===== src/rtl/button_scan_pkg.sv =====
// Shared types and width helpers for the push-button shift-register scanner.
package button_scan_pkg;

    typedef enum logic [2:0] {
        IDLE,
        LOAD,
        SETTLE,
        CLK_HIGH,
        CLK_LOW,
        COMPARE
    } scan_state_t;

    function automatic int timer_width(input int scan_gap, input int clk_div);
        return $clog2(((scan_gap > clk_div) ? scan_gap : clk_div) + 1);
    endfunction

    function automatic int index_width(input int num_bits);
        return (num_bits > 1) ? $clog2(num_bits) : 1;
    endfunction

    function automatic int count_width(input int stable_scans);
        return $clog2(stable_scans + 1);
    endfunction

endpackage


===== src/rtl/sync2.sv =====
// Two-flop synchroniser for a single asynchronous input, reset to 0.
module sync2 (
    input  logic clock,
    input  logic reset,
    input  logic d,
    output logic q
);

    logic meta;

    always_ff @(posedge clock or posedge reset) begin
        if (reset) begin
            meta <= 1'b0;
            q    <= 1'b0;
        end else begin
            meta <= d;
            q    <= meta;
        end
    end

endmodule


===== src/rtl/button_shift_scanner.sv =====
// Scans buttons through an external PISO shift register, MSB first, and
// debounces by requiring STABLE_SCANS identical consecutive scans.
//   state    | meaning
//   IDLE     | gap between scans, load high, clock low
//   LOAD     | parallel load pulse (shift_load low)
//   SETTLE   | load released, first bit sampled at the end
//   CLK_HIGH | shift clock high half-period
//   CLK_LOW  | shift clock low half-period, next bit sampled at the end
//   COMPARE  | one cycle: debounce update, scan_done
module button_shift_scanner
    import button_scan_pkg::*;
#(
    parameter int NUM_BITS     = 16,
    parameter int CLK_DIV      = 16,
    parameter int SCAN_GAP     = 1000,
    parameter int STABLE_SCANS = 3,
    parameter int INVERT       = 1
) (
    input  logic                clock,
    input  logic                reset,
    input  logic                shift_out,
    output logic                shift_clkin,
    output logic                shift_load,
    output logic [NUM_BITS-1:0] buttons,
    output logic                buttons_changed,
    output logic                scan_done
);

    localparam int TW = timer_width(SCAN_GAP, CLK_DIV);
    localparam int IW = index_width(NUM_BITS);
    localparam int CW = count_width(STABLE_SCANS);

    localparam logic [TW-1:0] GAP_LAST   = TW'(SCAN_GAP - 1);
    localparam logic [TW-1:0] DIV_LAST   = TW'(CLK_DIV - 1);
    localparam logic [IW-1:0] IDX_TOP    = IW'(NUM_BITS - 1);
    localparam logic [CW-1:0] STABLE_MAX = CW'(STABLE_SCANS);
    localparam logic          INV_BIT    = (INVERT != 0);

    scan_state_t         state;
    scan_state_t         next_state;
    logic [TW-1:0]       timer;
    logic                timer_done;
    logic [IW-1:0]       bit_idx;
    logic [NUM_BITS-1:0] scan;
    logic [NUM_BITS-1:0] candidate;
    logic [CW-1:0]       stable_cnt;
    logic [NUM_BITS-1:0] next_cand;
    logic [CW-1:0]       next_cnt;
    logic                update;
    logic                sync_bit;
    logic                sample_bit;

    sync2 u_sync (
        .clock (clock),
        .reset (reset),
        .d     (shift_out),
        .q     (sync_bit)
    );

    assign sample_bit = sync_bit ^ INV_BIT;

    always_comb begin
        timer_done = 1'b0;
        case (state)
            IDLE:    timer_done = (timer == GAP_LAST);
            COMPARE: timer_done = 1'b1;
            default: timer_done = (timer == DIV_LAST);
        endcase
    end

    always_comb begin
        next_state = state;
        case (state)
            IDLE:     if (timer_done) next_state = LOAD;
            LOAD:     if (timer_done) next_state = SETTLE;
            SETTLE:   if (timer_done) next_state = CLK_HIGH;
            CLK_HIGH: if (timer_done) next_state = CLK_LOW;
            CLK_LOW: begin
                if (timer_done) next_state = (bit_idx == '0) ? COMPARE : CLK_HIGH;
            end
            COMPARE:  next_state = IDLE;
            default:  next_state = IDLE;
        endcase
    end

    always_ff @(posedge clock or posedge reset) begin
        if (reset) begin
            state <= IDLE;
            timer <= '0;
        end else begin
            state <= next_state;
            timer <= timer_done ? '0 : timer + 1'b1;
        end
    end

    // Registered pin drivers so the board never sees decode glitches.
    always_ff @(posedge clock or posedge reset) begin
        if (reset) begin
            shift_load  <= 1'b1;
            shift_clkin <= 1'b0;
            scan_done   <= 1'b0;
        end else begin
            shift_load  <= (next_state != LOAD);
            shift_clkin <= (next_state == CLK_HIGH);
            scan_done   <= (next_state == COMPARE);
        end
    end

    always_ff @(posedge clock or posedge reset) begin
        if (reset) begin
            scan    <= '0;
            bit_idx <= '0;
        end else if (state == SETTLE && timer_done) begin
            scan[NUM_BITS-1] <= sample_bit;
            bit_idx          <= IDX_TOP - 1'b1;
        end else if (state == CLK_LOW && timer_done) begin
            scan[bit_idx] <= sample_bit;
            if (bit_idx != '0) bit_idx <= bit_idx - 1'b1;
        end
    end

    always_comb begin
        next_cand = candidate;
        next_cnt  = stable_cnt;
        if (scan == candidate) begin
            next_cnt = (stable_cnt >= STABLE_MAX) ? STABLE_MAX : stable_cnt + 1'b1;
        end else begin
            next_cand = scan;
            next_cnt  = CW'(1);
        end
        update = (state == COMPARE) && (next_cnt == STABLE_MAX) && (next_cand != buttons);
    end

    always_ff @(posedge clock or posedge reset) begin
        if (reset) begin
            candidate       <= '0;
            stable_cnt      <= '0;
            buttons         <= '0;
            buttons_changed <= 1'b0;
        end else begin
            buttons_changed <= update;
            if (state == COMPARE) begin
                candidate  <= next_cand;
                stable_cnt <= next_cnt;
            end
            if (update) buttons <= next_cand;
        end
    end

endmodule


===== config.mk =====
export PLATFORM = sky130hd
export DESIGN_NAME = button_shift_scanner
export DESIGN_NICKNAME = d
export VERILOG_FILES = /design/src/rtl/button_scan_pkg.sv /design/src/rtl/sync2.sv /design/src/rtl/button_shift_scanner.sv
export SDC_FILE = /design/constraint.sdc
export NUM_CORES = 1
export LEC_CHECK = 0
export ABC_AREA = 1
export BUFFER_PORTS_ARGS = -buffer_cell sky130_fd_sc_hd__buf_4
export CORE_MARGIN = 2
export CORE_UTILIZATION = 60
export CTS_CLUSTER_SIZE = 40
export DETAILED_ROUTE_END_ITERATION = 8
export PLACE_DENSITY_LB_ADDON = 0.25
export SLEW_MARGIN = 30
export SYNTH_ARGS = -nofsm -noshare
export SYNTH_HDL_FRONTEND = slang
export SYNTH_SLANG_ARGS = --single-unit

===== constraint.sdc =====
create_clock -name clock -period 3.1 [get_ports clock]
set_clock_uncertainty 0.2 [all_clocks]
set_input_delay 0.155 -clock clock [delete_from_list [all_inputs] [get_ports clock]]
set_output_delay 0.155 -clock clock [all_outputs]
set_load 0.02 [all_outputs]

==> reports/metrics.csv <==
metric,value,unit
outcome,"finished, final reports clean",
arrival,2.29,ns
async_flop_share,100.0,%
whs,0.1502,ns
avgSynthCellArea,8.561,µm²
cts_hold_buf,2,
setup.worst_path.end,buttons[6]$_DFFE_PP0P_,
critPathBufInv,1,
insertion_delay,0.35,ns
synth.most_common_cell,nand2_1,
drc,0,
synth_ff_type,dfrtp_1,
cts_setup_buffers,0,
antenna_found_initial,0,
worst_pin_slew,0.7340,ns
die-area,6492,µm²
cp.depth,8,
avgViaCountPerCell,5.324,
slew_violations,0,
slew_headroom,50.99,%
hpwl,5.033,mm
grt_use_total,25.10,%
dpl_cell_area,3767,µm²
cp-start-kind,register,
leakage,1.977,nW
chipWidth,80.58,µm
grt_overflow_total,0,
ctsResizeCount,0,
n_antenna_cell,0,
ir_drop,0.3049,mV
crit_family,simple AND/OR/NAND/NOR gates,
routed_wl,7.196,mm
yosys.area.top_type,dfrtp_1,
drive_above_1_share,13.68,%
initial_utilization,63.12,%
crit_path_start,scan[2]$_DFFE_PP0P_,
gp_congestion,0.8636,
grt_max_degree,40,
synth_warnings,0,
crit_path_cell_trace,inv_1 -> or2_2 -> nand4_1 -> nor2_1 -> nand2_1 -> nor2_2 -> nand3_2 -> o21ai_0,
ios,23,
cts_tree,built,
nFillCells,440,
drt_iter0_drc,122,
cts.sinks,73,
path_class,register to register,
synth_edf_count,0,
fin_crit_sh,72.41,%
worst-r2r-cell-count,8,
nets,450,
wire_per_inst,13.89,µm
synthTopCellsByArea,"dfrtp_1, nand2_1, nor2_1, inv_1, xnor2_1",
htreeDepth,3,
clk_pin_slew_worst_paths,0.07,ns
final_area,3976,µm²
placementRows,27,
synthCells,411,
yosys-top-cells-count,"nand2_1, dfrtp_1, nor2_1",
clk_path_buf_depth,2,
synth_nets,420,
fmax,445.5,MHz
ys_seq_area_share,51.96,%
die_y,80.58,µm
slowest_stage,nand3_2,
synth.cell_area,3518,µm²
r2r_slack,0.86,ns
final_util,71.34,%
cp-end-kind,register,
grt_pass1_wl,12.30,mm
critPathMaxStageDelay,0.51,ns
cap_violations,0,
setup_tns,0,ns
ant_nets,0,
setup_viol,0,
regToRegStartpoint,scan[2]$_DFFE_PP0P_,
rsz0062_at_grt,false,
dr_total_vias,2758,
yosys.area.top_type_share,51.21,%
reg2reg_to,buttons[6]$_DFFE_PP0P_,
syn_to_final_growth,13.02,%
final.min_clock_period,2.245,ns
powerDensity,431.4,nW/µm²
portBuffers,22,
crit_required,3.15,ns
drt_first_pass_iters,4,
core_area,5574,µm²
clockRootBuffer,clkbuf_8,
min_path_type,register to register,
ys_ff_latch,73,
finalHoldViolCount,0,
ys_types,30,
cts_buffers,9,
cp_max_fo,33,
grt_pass1_vias,2808,
worst min path at each step:
stage / start / to / slack (ns) / depth (start not counted)
2_1_floorplan: shift_out / u_sync.meta$_DFF_PP0_ / -0.01 / 0
3_3_place_gp: shift_out / u_sync.meta$_DFF_PP0_ / 0.06 / 1
3_5_place_dp: shift_out / u_sync.meta$_DFF_PP0_ / 0.07 / 1
4_1_cts: u_sync.meta$_DFF_PP0_ / u_sync.q$_DFF_PP0_ / 0.15 / 0
5_1_grt: u_sync.meta$_DFF_PP0_ / u_sync.q$_DFF_PP0_ / 0.17 / 0
6_report: u_sync.meta$_DFF_PP0_ / u_sync.q$_DFF_PP0_ / 0.15 / 0
logic make-up after synthesis:
kind of cell | synth area share, %
buffers and inverters | 6.721
xor gates and xnor gates | 6.721
AOI/OAI and AO/OA | 7.752
DFF | 51.96
adders and majority gates | 2.134
and+or+nand+nor | 24.72
area by class of cell:
type                            count  area [µm²]  area share, %
Multi-Input combinational cell    278        1454          36.56
Clock buffer                       13       148.9          3.745
Tap cell                           72       90.09          2.266
Inverter                           52       195.2          4.909
Clock inverter                      3       40.04          1.007
Timing Repair Buffer               27       220.2          5.538
Sequential cell                    73        1828          45.97
power breakdown:
part	switching (mW)	internal, mW	total [mW]
Clock	0.341	0.392	0.733
Sequential	0.000275	0.953	0.953
Combinational	0.0225	0.00599	0.0285
Total	0.364	1.35	1.72
worst reg2reg max path: stages (launching register included):
cell,delay (ns)
dfrtp_1,0.40
inv_1,0.14
or2_2,0.13
nand4_1,0.07
nor2_1,0.09
nand2_1,0.07
nor2_2,0.15
nand3_2,0.51
o21ai_0,0.39
registers in the layout, summed over array words and instances (netlist names):
signal	flops
u_sync.meta	1
buttons	16
state	3
candidate	16
timer	10
stable_cnt	2
buttons_changed	1
scan	16
scan_done	1
shift_clkin	1
bit_idx	4
shift_load	1
u_sync.q	1
placed cells by master, fill, tap and decap left out, types with 4 or more instances in the layout:
master     n
clkbuf_8  10
inv_2      9
a21oi_1   19
or2_2      4
nor2_1    49
xor2_1    11
nand2_1   81
inv_1     43
nor3_1     4
dfrtp_1   72
ha_1       6
nand3_1   26
o21ai_0   25
nand4_1   13
buf_4     24
o21ai_1    9
xnor2_1   16
routing by layer:
layer	track usage, %	wire length (µm)	share of wire, %
met1	29.37	3136	44
met4	12.71	176	2.4
met2	43.33	3528	49
met5	0	0	0
met3	5.393	355	4.9
stage by stage:
stage	cells	setup WS, ns	total power [mW]
floorplan	411	0.8934	0.9883
global placement	500	1.008	0.9997
detailed placement	500	0.9130	1.000
CTS	518	0.8839	1.729
global route	518	0.5853	1.768
finish	518	0.8553	1.715
No activity file was read; power rests on OpenSTA's default activity.
